===== config.mk =====
export PLATFORM = sky130hd
export DESIGN_NAME = bp_me_dma_bank_arbiter
export DESIGN_NICKNAME = d
export VERILOG_FILES = /design/src/rtl/bp_me_dma_bank_arbiter_pkg.sv /design/src/rtl/bp_me_dma_bank_arbiter_fifo.sv /design/src/rtl/bp_me_dma_bank_arbiter.sv
export SDC_FILE = /design/constraint.sdc
export NUM_CORES = 1
export LEC_CHECK = 0
export CORE_AREA = 2 2 191 193
export DETAILED_ROUTE_END_ITERATION = 16
export DIE_AREA = 0 0 193 195
export PLACE_DENSITY_LB_ADDON = 0.15
export SLEW_MARGIN = 10
export SYNTH_ARGS = -nofsm -noshare
export SYNTH_HDL_FRONTEND = slang
export SYNTH_SLANG_ARGS = --single-unit

===== constraint.sdc =====
create_clock -name clk_i -period 7.65 [get_ports clk_i]
set_input_delay 0.765 -clock clk_i [delete_from_list [all_inputs] [get_ports clk_i]]
set_output_delay 0.765 -clock clk_i [all_outputs]
set_load 0.02 [all_outputs]

===== src/rtl/bp_me_dma_bank_arbiter_pkg.sv =====
// bp_me_dma_bank_arbiter_pkg: shared DMA packet struct macro and packet FSM states
`define DECLARE_BP_ME_DMA_PKT_S(addr_width) \
  typedef struct packed { \
    logic write_not_read; \
    logic [addr_width-1:0] addr; \
  } bp_me_dma_pkt_s

package bp_me_dma_bank_arbiter_pkg;
  typedef enum logic {e_idle, e_wdata} state_e;
endpackage


===== src/rtl/bp_me_dma_bank_arbiter_fifo.sv =====
// bp_me_dma_bank_arbiter_fifo: small 1r1w FIFO recording the bank order of issued reads
module bp_me_dma_bank_arbiter_fifo #(
  parameter int width_p = 1,
  parameter int els_p = 4
) (
  input  logic               clk_i,
  input  logic               reset_i,
  input  logic               v_i,
  input  logic [width_p-1:0] data_i,
  output logic               ready_o,
  output logic               v_o,
  output logic [width_p-1:0] data_o,
  input  logic               yumi_i
);
  localparam int ptr_w = els_p > 1 ? $clog2(els_p) : 1;
  localparam int cnt_w = $clog2(els_p + 1);
  logic [width_p-1:0] mem [els_p];
  logic [ptr_w-1:0] wptr, rptr;
  logic [cnt_w-1:0] count;
  logic push, pop;
  assign ready_o = count != cnt_w'(els_p);
  assign v_o = count != '0;
  assign data_o = mem[rptr];
  assign push = v_i & ready_o;
  assign pop = yumi_i & v_o;
  always_ff @(posedge clk_i or posedge reset_i)
    if (reset_i) begin
      wptr <= '0;
      rptr <= '0;
      count <= '0;
    end else begin
      if (push) wptr <= (wptr == ptr_w'(els_p - 1)) ? '0 : wptr + 1'b1;
      if (pop) rptr <= (rptr == ptr_w'(els_p - 1)) ? '0 : rptr + 1'b1;
      count <= count + cnt_w'(push) - cnt_w'(pop);
    end
  always_ff @(posedge clk_i)
    if (push) mem[wptr] <= data_i;
endmodule


===== src/rtl/bp_me_dma_bank_arbiter.sv =====
// bp_me_dma_bank_arbiter: round-robin sharing of one DMA channel among cache banks
module bp_me_dma_bank_arbiter
  import bp_me_dma_bank_arbiter_pkg::*;
#(
  parameter int banks_p = 2,
  parameter int addr_width_p = 28,
  parameter int fill_width_p = 64,
  parameter int block_beats_p = 8,
  parameter int reads_outstanding_p = 4,
  localparam int dma_pkt_width_lp = 1 + addr_width_p
) (
  input  logic                                      clk_i,
  input  logic                                      reset_i,
  input  logic [banks_p-1:0][dma_pkt_width_lp-1:0]  bank_pkt_i,
  input  logic [banks_p-1:0]                        bank_pkt_v_i,
  output logic [banks_p-1:0]                        bank_pkt_ready_and_o,
  output logic [banks_p-1:0][fill_width_p-1:0]      bank_data_o,
  output logic [banks_p-1:0]                        bank_data_v_o,
  input  logic [banks_p-1:0]                        bank_data_ready_and_i,
  input  logic [banks_p-1:0][fill_width_p-1:0]      bank_data_i,
  input  logic [banks_p-1:0]                        bank_data_v_i,
  output logic [banks_p-1:0]                        bank_data_ready_and_o,
  output logic [dma_pkt_width_lp-1:0]               dma_pkt_o,
  output logic                                      dma_pkt_v_o,
  input  logic                                      dma_pkt_ready_and_i,
  input  logic [fill_width_p-1:0]                   dma_data_i,
  input  logic                                      dma_data_v_i,
  output logic                                      dma_data_ready_and_o,
  output logic [fill_width_p-1:0]                   dma_data_o,
  output logic                                      dma_data_v_o,
  input  logic                                      dma_data_ready_and_i
);
  localparam int id_w = banks_p > 1 ? $clog2(banks_p) : 1;
  localparam int cnt_w = block_beats_p > 1 ? $clog2(block_beats_p) : 1;
  `DECLARE_BP_ME_DMA_PKT_S(addr_width_p);
  state_e state, state_n;
  bp_me_dma_pkt_s win_pkt;
  logic [id_w-1:0] rr, winner, wbank, rbank, idx;
  logic [cnt_w-1:0] wcnt, rcnt;
  logic found, fifo_ready, fifo_v, accept, push, wbeat, wlast, rbeat, pop;
  always_comb begin
    found = 1'b0;
    winner = rr;
    idx = '0;
    for (int i = 0; i < banks_p; i++) begin
      idx = id_w'((int'(rr) + i) % banks_p);
      if (!found && bank_pkt_v_i[idx] && (bank_pkt_i[idx][dma_pkt_width_lp-1] || fifo_ready)) begin
        found = 1'b1;
        winner = idx;
      end
    end
  end
  // Packet grant only in e_idle; write data is steered from the latched write bank.
  always_comb begin
    win_pkt = bank_pkt_i[winner];
    dma_pkt_o = win_pkt;
    dma_pkt_v_o = !reset_i && state == e_idle && found;
    bank_pkt_ready_and_o = '0;
    if (dma_pkt_v_o) bank_pkt_ready_and_o[winner] = dma_pkt_ready_and_i;
    accept = dma_pkt_v_o && dma_pkt_ready_and_i;
    push = accept && !win_pkt.write_not_read;
    dma_data_o = bank_data_i[wbank];
    dma_data_v_o = !reset_i && state == e_wdata && bank_data_v_i[wbank];
    bank_data_ready_and_o = '0;
    if (!reset_i && state == e_wdata) bank_data_ready_and_o[wbank] = dma_data_ready_and_i;
    wbeat = dma_data_v_o && dma_data_ready_and_i;
    wlast = wbeat && wcnt == cnt_w'(block_beats_p - 1);
    state_n = (accept && win_pkt.write_not_read) ? e_wdata : wlast ? e_idle : state;
    bank_data_v_o = '0;
    if (!reset_i && fifo_v) bank_data_v_o[rbank] = dma_data_v_i;
    dma_data_ready_and_o = !reset_i && fifo_v && bank_data_ready_and_i[rbank];
    rbeat = dma_data_v_i && dma_data_ready_and_o;
    pop = rbeat && rcnt == cnt_w'(block_beats_p - 1);
  end
  assign bank_data_o = {banks_p{dma_data_i}};
  always_ff @(posedge clk_i or posedge reset_i)
    if (reset_i) begin
      state <= e_idle;
      rr <= '0;
      wbank <= '0;
      wcnt <= '0;
      rcnt <= '0;
    end else begin
      state <= state_n;
      if (accept) rr <= (winner == id_w'(banks_p - 1)) ? '0 : winner + 1'b1;
      if (accept && win_pkt.write_not_read) begin
        wbank <= winner;
        wcnt <= '0;
      end else if (wbeat) wcnt <= wlast ? '0 : wcnt + 1'b1;
      if (rbeat) rcnt <= pop ? '0 : rcnt + 1'b1;
    end
  bp_me_dma_bank_arbiter_fifo #(.width_p(id_w), .els_p(reads_outstanding_p)) order_fifo (
    .clk_i(clk_i),
    .reset_i(reset_i),
    .v_i(push),
    .data_i(winner),
    .ready_o(fifo_ready),
    .v_o(fifo_v),
    .data_o(rbank),
    .yumi_i(pop)
  );
endmodule


==> flow_summary.json <==
{
  "finalCritPeriodShare_pct": 61.1,
  "layout_commonest_cell": "clkdlybuf4s50_1",
  "dp_slack_ns": 2.95,
  "crit_chain": "clkdlybuf4s50_1 > or4b_2 > nand2_1 > a22oi_4 > inv_2 > mux2_2 > clkdlybuf4s50_1",
  "diodes": 0,
  "rsz0062_at_grt": "false",
  "crit_type": "input pin to primary output",
  "die_h_um": 195,
  "relSlewSlack_pct": 35.1,
  "cts_root_buffer": "clkbuf_16",
  "p_leak_nw": 2.33,
  "drtAntennaViolNets": 0,
  "syn_area_mm2": 0.00346,
  "cts.sinks": 20,
  "fmaxAchievable_ghz": 0.214,
  "rr_worst_depth": 10,
  "tightest_slew_ns": 0.972,
  "numCtsBuffers": 3,
  "place_area_mm2": 0.00599,
  "post-route-util_pct": 17.2,
  "ios": 491,
  "drive_above_1_share_pct": 21.7,
  "drv_slew": 0,
  "core.rowCount": 69,
  "hpwlAfterDp_um": 13000,
  "holdPathStages": 2,
  "syn_inst": 354,
  "avgSynthCellArea_um2": 9.77,
  "status": "finished clean",
  "clkTransAtPathRegs_ns": 0.06,
  "cp_data_required_time_ns": 6.88,
  "numPortBuffers": 298,
  "fin_worst_skew_ns": 0.00234,
  "grt_pass1_vias": 3514,
  "fin_cells": 977,
  "grt_overflow": 0,
  "multi_input_area_mm2": 0.00186,
  "hold_violations": 0,
  "whs_ns": 0.541,
  "clock_latency_ns": 0.26,
  "synth_fp_nets": 627,
  "vias": 3057,
  "antenna_found_initial": 0,
  "setup-tns-final_ns": 0,
  "via_per_inst": 3.13,
  "cp_slowest_cell": "or4b_2",
  "ys_seq_area_share_pct": 15.1,
  "post_cts_resized": 0,
  "area.sequential_um2": 524,
  "ir_worst_vdd_mv": 0.0794,
  "critical_path_peak_fanout": 34,
  "power_density_mw_per_mm2": 157,
  "fin_ws_ns": 2.98,
  "p_total_mw": 0.958,
  "nNetsFinal": 790,
  "end_kind": "primary output",
  "start_util_pct": 9.77,
  "grt_pass1_wl_um": 20500,
  "clk_path_buf_depth": 2,
  "cts_tree": "done",
  "htreeDepth": 1,
  "fillCellCount": 3919,
  "grt_max_degree": 70,
  "drtPass1Iterations": 4,
  "gp_congestion": 0.738,
  "cts_hold_buf": 0,
  "core_area_mm2": 0.0354,
  "drt_wl_total_um": 14900,
  "gr-usage-all-layers_pct": 7.21,
  "max_cap_viol_count": 0,
  "postLayoutCellArea_mm2": 0.00610,
  "synth_cell_type_count": 45,
  "die_w_um": 193,
  "cp.arrival_ns": 3.91,
  "post_drt_wl_per_cell_um": 15.3,
  "hp-class": "register to register",
  "yosys_warnings": 0,
  "start_kind": "input pin",
  "die-area_mm2": 0.0376,
  "finalSetupViolCount": 0,
  "syn_to_final_growth_pct": 76.4,
  "place_inst": 973,
  "synthTopCellsByArea": "buf_4 28%, mux2_2 23%, mux2_4 12%, dfrtp_1 12%, ha_1 4.0%",
  "synth_seq_cells": 20,
  "crit_top_cell": "clkdlybuf4s50_1",
  "synthDominantCellAreaShare_pct": 27.8,
  "yosysTopAreaCell": "buf_4",
  "drc_errors": 0,
  "most-common-layout-cells": "298 x clkdlybuf4s50_1, 70 x mux2_2, 27 x mux2_4, 15 x dfrtp_1, 12 x nor2_1",
  "drt_iter0_drc": 44,
  "critPathMaxStageDelay_ns": 0.74,
  "postCtsSetupBuffers": 0,
  "fin_crit_ns": 4.67
}
[synthesized netlist by cell type (all sizes together)]
cell type / instances
a21bo: 1
a21boi: 1
a21o: 1
a21oi: 3
a22o: 2
a22oi: 4
and2: 4
and3: 1
buf: 135
clkbuf: 6
dfrtp: 16
edfxtp: 4
fa: 1
ha: 11
inv: 11
mux2: 97
mux2i: 3
mux4: 1
nand2: 10
nand3: 2
nand3b: 1
nor2: 12
nor2b: 4
nor3: 2
nor3b: 1
nor4b: 1
nor4bb: 2
o21ai: 2
o221a: 1
o22a: 1
o2bb2ai: 2
o32a: 2
o41ai: 2
or3: 2
or3b: 1
or4b: 2
xnor2: 2
[path summary, 6_finish.rpt]
path / to / startpoint / slack [ns]
worst max-delay path: dma_pkt_o[0] / bank_pkt_i[28] / 2.98
worst min-delay path: rcnt[2]$_DFFE_PP0P_ / rcnt[2]$_DFFE_PP0P_ / 0.54
worst max register to register: order_fifo.count[2]$_DFF_PP0_ / order_fifo.rptr[0]$_DFFE_PP0P_ / 4.63
worst min register to register: rcnt[2]$_DFFE_PP0P_ / rcnt[2]$_DFFE_PP0P_ / 0.54
max in group asynchronous: wbank$_DFFE_PP0P_ / reset_i / 6.32
min in group asynchronous: rcnt[2]$_DFFE_PP0P_ / reset_i / 1.10
[metal layers]
metal | vias to the layer above | global-route usage [%] | share of wire, %
met2 | 228 | 14.6 | 55
li1 | 1417 | - | -
met4 | 0 | 1.91 | 1.5
met3 | 38 | 2.14 | 11
met5 | - | 0 | 0
met1 | 1374 | 6.89 | 33
[worst max-delay path: cells and delay by family]
| family | cells | cell delay [ns] |
|---|---|---|
| AOI/OAI and AO/OA | 1 | 0.08 |
| buffers and inverters | 3 | 1.74 |
| muxes | 1 | 0.42 |
| and+or+nand+nor | 2 | 0.90 |
[cells by family (layout without fill, tap and decap cells)]
group / after synthesis / in the layout / synth area share [%]
AND/OR/NAND/NOR: 45 / 45 / 7.16
adder cells (fa/ha/maj): 12 / 12 / 4.56
buffers and inverters: 152 / 314 / 31.1
multiplexers: 101 / 101 / 36.0
XOR/XNOR: 2 / 2 / 0.507
flip-flops: 20 / 20 / 15.1
AO/OA/AOI/OAI: 22 / 22 / 5.57
[flip-flops by register name, summed over array words and instances (netlist names), 2 cells and up]
| signal | cells |
|---|---|
| order_fifo.mem | 4 |
| order_fifo.count | 3 |
| rcnt | 3 |
| wcnt | 3 |
| order_fifo.rptr | 2 |
| order_fifo.wptr | 2 |
[power breakdown]
group	total (mW)	switching [mW]	internal (mW)	leakage (nW)
sequential	0.192	0.0479	0.145	0.229
combinational	0.620	0.260	0.360	2.05
clock	0.146	0.0417	0.104	0.0511
[layout make-up]
class	count	area share [%]
Sequential cell	20	8.59
Tap cell	461	9.46
Clock inverter	1	0.492
Timing Repair Buffer	299	49.0
Clock buffer	3	1.23
Inverter	11	0.677
Multi-Input combinational cell	182	30.5
Power figures use the tool's default switching activity.
